<file path="src/rtl/interdevice_tx_arbiter_pkg.sv">
// Shared types for the interdevice TX arbiter: flit layout, winner encoding and grant bit positions.
package interdevice_tx_arbiter_pkg;

  typedef struct packed {
    logic       is_ack;
    logic [3:0] vc;
    logic [7:0] dst_id;
    logic [7:0] seq;
  } flit_header_t;

  typedef struct packed {
    flit_header_t header;
    logic [31:0]  payload;
  } flit_t;

  typedef enum logic [1:0] {
    TX_SRC_NONE,
    TX_SRC_ACK,
    TX_SRC_RESEND,
    TX_SRC_DATA
  } tx_src_t;

  localparam int TX_NUM_SRC = 3;
  localparam int GNT_ACK    = 0;
  localparam int GNT_RESEND = 1;
  localparam int GNT_DATA   = 2;

endpackage

</file>
<file path="src/rtl/tx_priority_select_comb.sv">
// Pure combinational winner select: ack > resend > data, unless the aging override hands the grant to data.
module tx_priority_select_comb
  import interdevice_tx_arbiter_pkg::*;
(
  input  logic                  i_ack_valid,
  input  logic                  i_resend_valid,
  input  logic                  i_data_valid,
  input  logic                  i_load,
  input  logic                  i_starve_hit,
  output logic [TX_NUM_SRC-1:0] o_grant,
  output tx_src_t               o_winner
);

  always_comb begin
    o_winner = TX_SRC_NONE;
    if (i_load) begin
      if (i_starve_hit && i_data_valid) begin
        o_winner = TX_SRC_DATA;
      end else if (i_ack_valid) begin
        o_winner = TX_SRC_ACK;
      end else if (i_resend_valid) begin
        o_winner = TX_SRC_RESEND;
      end else if (i_data_valid) begin
        o_winner = TX_SRC_DATA;
      end
    end
  end

  always_comb begin
    o_grant = '0;
    case (o_winner)
      TX_SRC_ACK:    o_grant[GNT_ACK]    = 1'b1;
      TX_SRC_RESEND: o_grant[GNT_RESEND] = 1'b1;
      TX_SRC_DATA:   o_grant[GNT_DATA]   = 1'b1;
      default:       o_grant = '0;
    endcase
  end

endmodule

</file>
<file path="src/rtl/interdevice_tx_arbiter.sv">
// Merges ACK, resend and new data flits into one registered TX link slot with a starvation guard.
// Optional grant/override counters are built when TX_ARB_STATS_EN is defined.
module interdevice_tx_arbiter
  import interdevice_tx_arbiter_pkg::*;
#(
  parameter int STARVE_LIMIT = 8
) (
  input  logic  nocclk,
  input  logic  rst_n,
  input  flit_t ack_flit,
  input  logic  ack_flit_valid,
  output logic  ack_flit_ready,
  input  flit_t resend_flit,
  input  logic  resend_flit_valid,
  output logic  resend_flit_ready,
  input  flit_t data_flit,
  input  logic  data_flit_valid,
  output logic  data_flit_ready,
  input  logic  interdevice_tx_ready,
  output logic  interdevice_tx_valid,
  output flit_t interdevice_tx_flit,
  output logic  interdevice_tx_is_resend
`ifdef TX_ARB_STATS_EN
  ,
  output logic [31:0] stat_ack_grants,
  output logic [31:0] stat_resend_grants,
  output logic [31:0] stat_data_grants,
  output logic [31:0] stat_starve_overrides
`endif
);

  localparam int              CNT_W   = $clog2(STARVE_LIMIT + 1);
  localparam logic [CNT_W-1:0] LIMIT_C = CNT_W'(STARVE_LIMIT);

  // Handshake: x_ready is asserted only for the single winning valid source while the
  // output slot can load; a flit moves on any cycle where its valid and ready are both high.
  logic                  r_valid;
  flit_t                 r_flit;
  logic                  r_is_resend;
  logic [CNT_W-1:0]      r_starve_cnt;

  logic                  w_load;
  logic                  w_starve_hit;
  logic [TX_NUM_SRC-1:0] w_grant;
  tx_src_t               w_winner;
  flit_t                 w_win_flit;

  // Gating with rst_n keeps every ready low during reset.
  assign w_load       = rst_n && (!r_valid || interdevice_tx_ready);
  assign w_starve_hit = (r_starve_cnt == LIMIT_C);

  tx_priority_select_comb u_select (
    .i_ack_valid    (ack_flit_valid),
    .i_resend_valid (resend_flit_valid),
    .i_data_valid   (data_flit_valid),
    .i_load         (w_load),
    .i_starve_hit   (w_starve_hit),
    .o_grant        (w_grant),
    .o_winner       (w_winner)
  );

  always_comb begin
    w_win_flit = data_flit;
    case (w_winner)
      TX_SRC_ACK:    w_win_flit = ack_flit;
      TX_SRC_RESEND: w_win_flit = resend_flit;
      default:       w_win_flit = data_flit;
    endcase
  end

  assign ack_flit_ready    = w_grant[GNT_ACK];
  assign resend_flit_ready = w_grant[GNT_RESEND];
  assign data_flit_ready   = w_grant[GNT_DATA];

  always_ff @(posedge nocclk) begin
    if (!rst_n) begin
      r_valid      <= 1'b0;
      r_flit       <= '0;
      r_is_resend  <= 1'b0;
      r_starve_cnt <= '0;
    end else if (w_load) begin
      if (w_winner != TX_SRC_NONE) begin
        r_valid     <= 1'b1;
        r_flit      <= w_win_flit;
        r_is_resend <= (w_winner == TX_SRC_RESEND);
      end else begin
        r_valid <= 1'b0;
      end
      // Only lost arbitration ages data; backpressure cycles never reach here.
      if (!data_flit_valid || w_grant[GNT_DATA]) begin
        r_starve_cnt <= '0;
      end else if (!w_starve_hit) begin
        r_starve_cnt <= r_starve_cnt + 1'b1;
      end
    end
  end

  assign interdevice_tx_valid     = r_valid;
  assign interdevice_tx_flit      = r_flit;
  assign interdevice_tx_is_resend = r_is_resend;

`ifdef TX_ARB_STATS_EN
  logic [31:0] r_stat_ack;
  logic [31:0] r_stat_resend;
  logic [31:0] r_stat_data;
  logic [31:0] r_stat_override;
  logic        w_override;

  // Counts only grants the override actually changed, i.e. a higher-priority source lost.
  assign w_override = w_grant[GNT_DATA] && w_starve_hit && (ack_flit_valid || resend_flit_valid);

  always_ff @(posedge nocclk) begin
    if (!rst_n) begin
      r_stat_ack      <= '0;
      r_stat_resend   <= '0;
      r_stat_data     <= '0;
      r_stat_override <= '0;
    end else begin
      if (w_grant[GNT_ACK])    r_stat_ack      <= r_stat_ack + 32'd1;
      if (w_grant[GNT_RESEND]) r_stat_resend   <= r_stat_resend + 32'd1;
      if (w_grant[GNT_DATA])   r_stat_data     <= r_stat_data + 32'd1;
      if (w_override)          r_stat_override <= r_stat_override + 32'd1;
    end
  end

  assign stat_ack_grants       = r_stat_ack;
  assign stat_resend_grants    = r_stat_resend;
  assign stat_data_grants      = r_stat_data;
  assign stat_starve_overrides = r_stat_override;
`endif

endmodule

</file>
<file path="config.mk">
export PLATFORM = sky130hd
export DESIGN_NAME = interdevice_tx_arbiter
export DESIGN_NICKNAME = d
export VERILOG_FILES = /design/src/rtl/interdevice_tx_arbiter_pkg.sv /design/src/rtl/tx_priority_select_comb.sv /design/src/rtl/interdevice_tx_arbiter.sv
export SDC_FILE = /design/constraint.sdc
export NUM_CORES = 1
export LEC_CHECK = 0
export CORE_ASPECT_RATIO = 1.25
export CORE_MARGIN = 5
export CORE_UTILIZATION = 39
export DETAILED_ROUTE_END_ITERATION = 16
export GPL_ROUTABILITY_DRIVEN = 0
export PLACE_DENSITY = 0.87
export SYNTH_ARGS = -nofsm -noshare
export SYNTH_HDL_FRONTEND = slang
export SYNTH_SLANG_ARGS = --single-unit
</file>
<file path="constraint.sdc">
create_clock -name nocclk -period 4.58 [get_ports nocclk]
set_input_delay 0.916 -clock nocclk [delete_from_list [all_inputs] [get_ports nocclk]]
set_output_delay 0.916 -clock nocclk [all_outputs]
set_load 0.1 [all_outputs]
</file>
==> results.yml <==
sta:
  fin_crit_ns: 3.33
  drv_slew: 0
  relSlewSlack_pct: 30.2
  hold_viol: 0
  setup_violations: 0
  max_freq_mhz: 301
  final.setup.tns_ns: 0
  finClkSkew_ns: 0.00685
  period_share_pct: 72.6
  tightest_slew_ns: 1.04
  rsz0062_at_grt: "no"
  fin_ws_ns: 1.25
clocking:
  cts_tree: "yes"
  htreeDepth: 3
  clkSinkCount: 59
  cts-resized-gates: 0
  clk_latency_ns: 0.33
  root_buffer: "clkbuf_8"
  cts_buffers: 9
  clk_pin_slew_ns: 0.06
  post-cts-setup-buffers: 0
  holdBufCountCts: 0
  clk_path_buf_depth: 2
die:
  die_y_um: 113
  die-area_um2: 10400
  fp.dieW_um: 92.3
  core-area_um2: 8240
  num_rows: 37
  initial_core_util_pct: 40.0
  top_level_ports: 223
synthesis:
  yosys-top-cells-count: "dfxtp_1 (59), nor2b_1 (55), o211ai_1 (55)"
  netlist_top_cells_area: "dfxtp_1 (36%), a221oi_1 (14%), o211ai_1 (13%)"
  synth-edff-count: 0
  ys.flop_type: "dfxtp_1"
  synth_top_area_share_pct: 35.8
  synth_area_um2: 3300
  synth_area_leader_cell: "dfxtp_1"
  syn-mean-instance-area_um2: 9.27
  ys_seq_area_share_pct: 35.8
  ys_seq_elements: 59
  synth.distinct_cells: 27
  synth-warning-count: 0
  syn_nets: 527
  synthCells: 356
  synth_most_common_cell: "dfxtp_1"
  async_flop_share_pct: 0
power_and_ir_drop:
  power.switching_uw: 774
  leakage_uw: 0.00199
  comb_power_share_pct: 44.9
  pwr-share-seq_pct: 31.2
  swShare_pct: 41.0
  ir_worst_vdd_mv: 0.195
  p_per_area_nw_per_um2: 331
  power_uw: 1890
  intPower_uw: 1110
  p_clk_share_pct: 23.9
cells_and_area:
  drive_gt1_share_pct: 6.14
  utilization_pct: 69.2
  fillCellCount: 660
  multi_input_area_um2: 1900
  area_growth_pct: 72.8
  n_antenna_cell: 0
  seqCellArea_um2: 1180
  nets: 720
detailed_routing:
  dr_wl_met3_um: 919
  routed_wirelength_um: 12800
  maxUsedRoutingLayer: "met4"
  drtPass1Iterations: 6
  viasPerCell: 5.89
  vias: 3832
  drc_errors: 0
  wl_met1_um: 4850
  detail_route.iter0.violations: 189
  ant_nets: 0
  route.met2.wl_um: 6750
  routedWlPerCell_um: 19.6
placed_design:
  hpwl_um: 9120
  place_ws_ns: 1.21
  io_buffers: 222
outcome:
  status: "complete, no violations"
grt:
  grt_overflow: 0
  grt_max_degree: 60
  globalRouteTotalUtil_pct: 23.2
  grt_pass1_vias: 3864
  grt_first_pass_wirelength_um: 19500
  antenna_found_initial: 0
setup_path:
  required_ns: 3.66
  worstSetupStartpointType: "input port"
  crit_buf_inv: 2
  crit_fanout: 4
  cp.arrival_ns: 2.41
  path_cells: "clkdlybuf4s50_1 -> nor2b_4 -> nor2b_1 -> o211a_1 -> ha_1 -> buf_4"
  cpMaxStageDelayCell: "clkdlybuf4s50_1"
  critical-path-max-stage-delay_ns: 0.52
  path_delay_family: "buffers and inverters"
  criticalPathCategory: "in2out"
  endpoint_kind: "output port"
min_path:
  min_path_type: "reg2reg"
job:
  maxCapViolCount: 0
[per-stage QoR]
stage	hold WS [ns]	std cells	area, um^2
floorplan	0.451	356	3300
global placement	0.468	635	5510
detailed placement	0.483	635	5510
CTS	0.490	651	5700
global route	0.515	651	5700
finish	0.493	651	5700
[power by group through the flow]
| stage | clock network [uW] | logic, uW | registers, uW |
|---|---|---|---|
| 2_1_floorplan | 0 | 213 | 941 |
| 3_3_place_gp | 0 | 836 | 596 |
| 3_5_place_dp | 0 | 847 | 600 |
| 4_1_cts | 462 | 850 | 588 |
| 5_1_grt | 482 | 883 | 594 |
| 6_report | 451 | 847 | 588 |
[metal layers]
layer,track usage (%),vias up
li1,-,1810
met1,25.8,1832
met2,42.8,172
met3,5.92,18
met4,7.83,0
met5,0,-
[worst reg2reg max path, stage by stage, from the launching register on]
cell	delay (ns)
dfxtp_1	0.39
inv_1	0.06
ha_1	0.20
nand3b_1	0.15
a21boi_0	0.13
o21ai_0	0.31
ha_2	0.28
buf_4	0.49
a221oi_1	0.23
o31ai_1	0.30
[layout by cell type (no fill, tap or decap), types with 2 or more instances in the layout]
cell / synthesis / routed
a221oi_1: 53 / 53
buf_12: 0 / 2
buf_4: 0 / 8
clkbuf_1: 19 / 2
clkbuf_8: 0 / 13
clkdlybuf4s50_1: 0 / 218
dfxtp_1: 59 / 59
ha_1: 6 / 3
ha_2: 0 / 3
inv_1: 5 / 5
nand3b_1: 2 / 2
nor2b_1: 55 / 55
o211ai_1: 55 / 55
o21a_1: 3 / 3
o21ai_0: 4 / 4
o31ai_1: 53 / 53
[kinds of logic after synthesis]
kind of cell / share of synthesized area (%)
buffers and inverters: 6.94
AO/OA/AOI/OAI: 41.1
flip-flops: 35.8
AND/OR/NAND/NOR: 13.2
adder cells (fa/ha/maj): 2.28
multiplexers: 0.645
[state kept, by name, indices dropped and copies added, names as in the netlist]
signal	count
r_starve_cnt	4
interdevice_tx_valid	1
interdevice_tx_flit	53
interdevice_tx_is_resend	1
[worst paths after layout]
kind,endpoint,slack (ns),start,cells past startpoint
setup / recovery,data_flit_ready,1.25,interdevice_tx_ready,6
hold / removal,r_starve_cnt[2]$_SDFFE_PN0P_,0.49,r_starve_cnt[2]$_SDFFE_PN0P_,1
setup reg to reg,interdevice_tx_flit[37]$_SDFFE_PN0P_,1.95,r_starve_cnt[0]$_SDFFE_PN0P_,9
hold reg to reg,r_starve_cnt[2]$_SDFFE_PN0P_,0.49,r_starve_cnt[2]$_SDFFE_PN0P_,1
[area by class of cell]
cell class / instances / area share (%)
tap: 97 / 2.13
clock inverter: 1 / 0.0878
timing repair buffer: 229 / 40.1
multi-input combinational: 245 / 33.4
sequential: 59 / 20.7
clock buffer: 15 / 3.27
inverter: 5 / 0.329
Note: power is estimated with default switching activity, not from simulation.
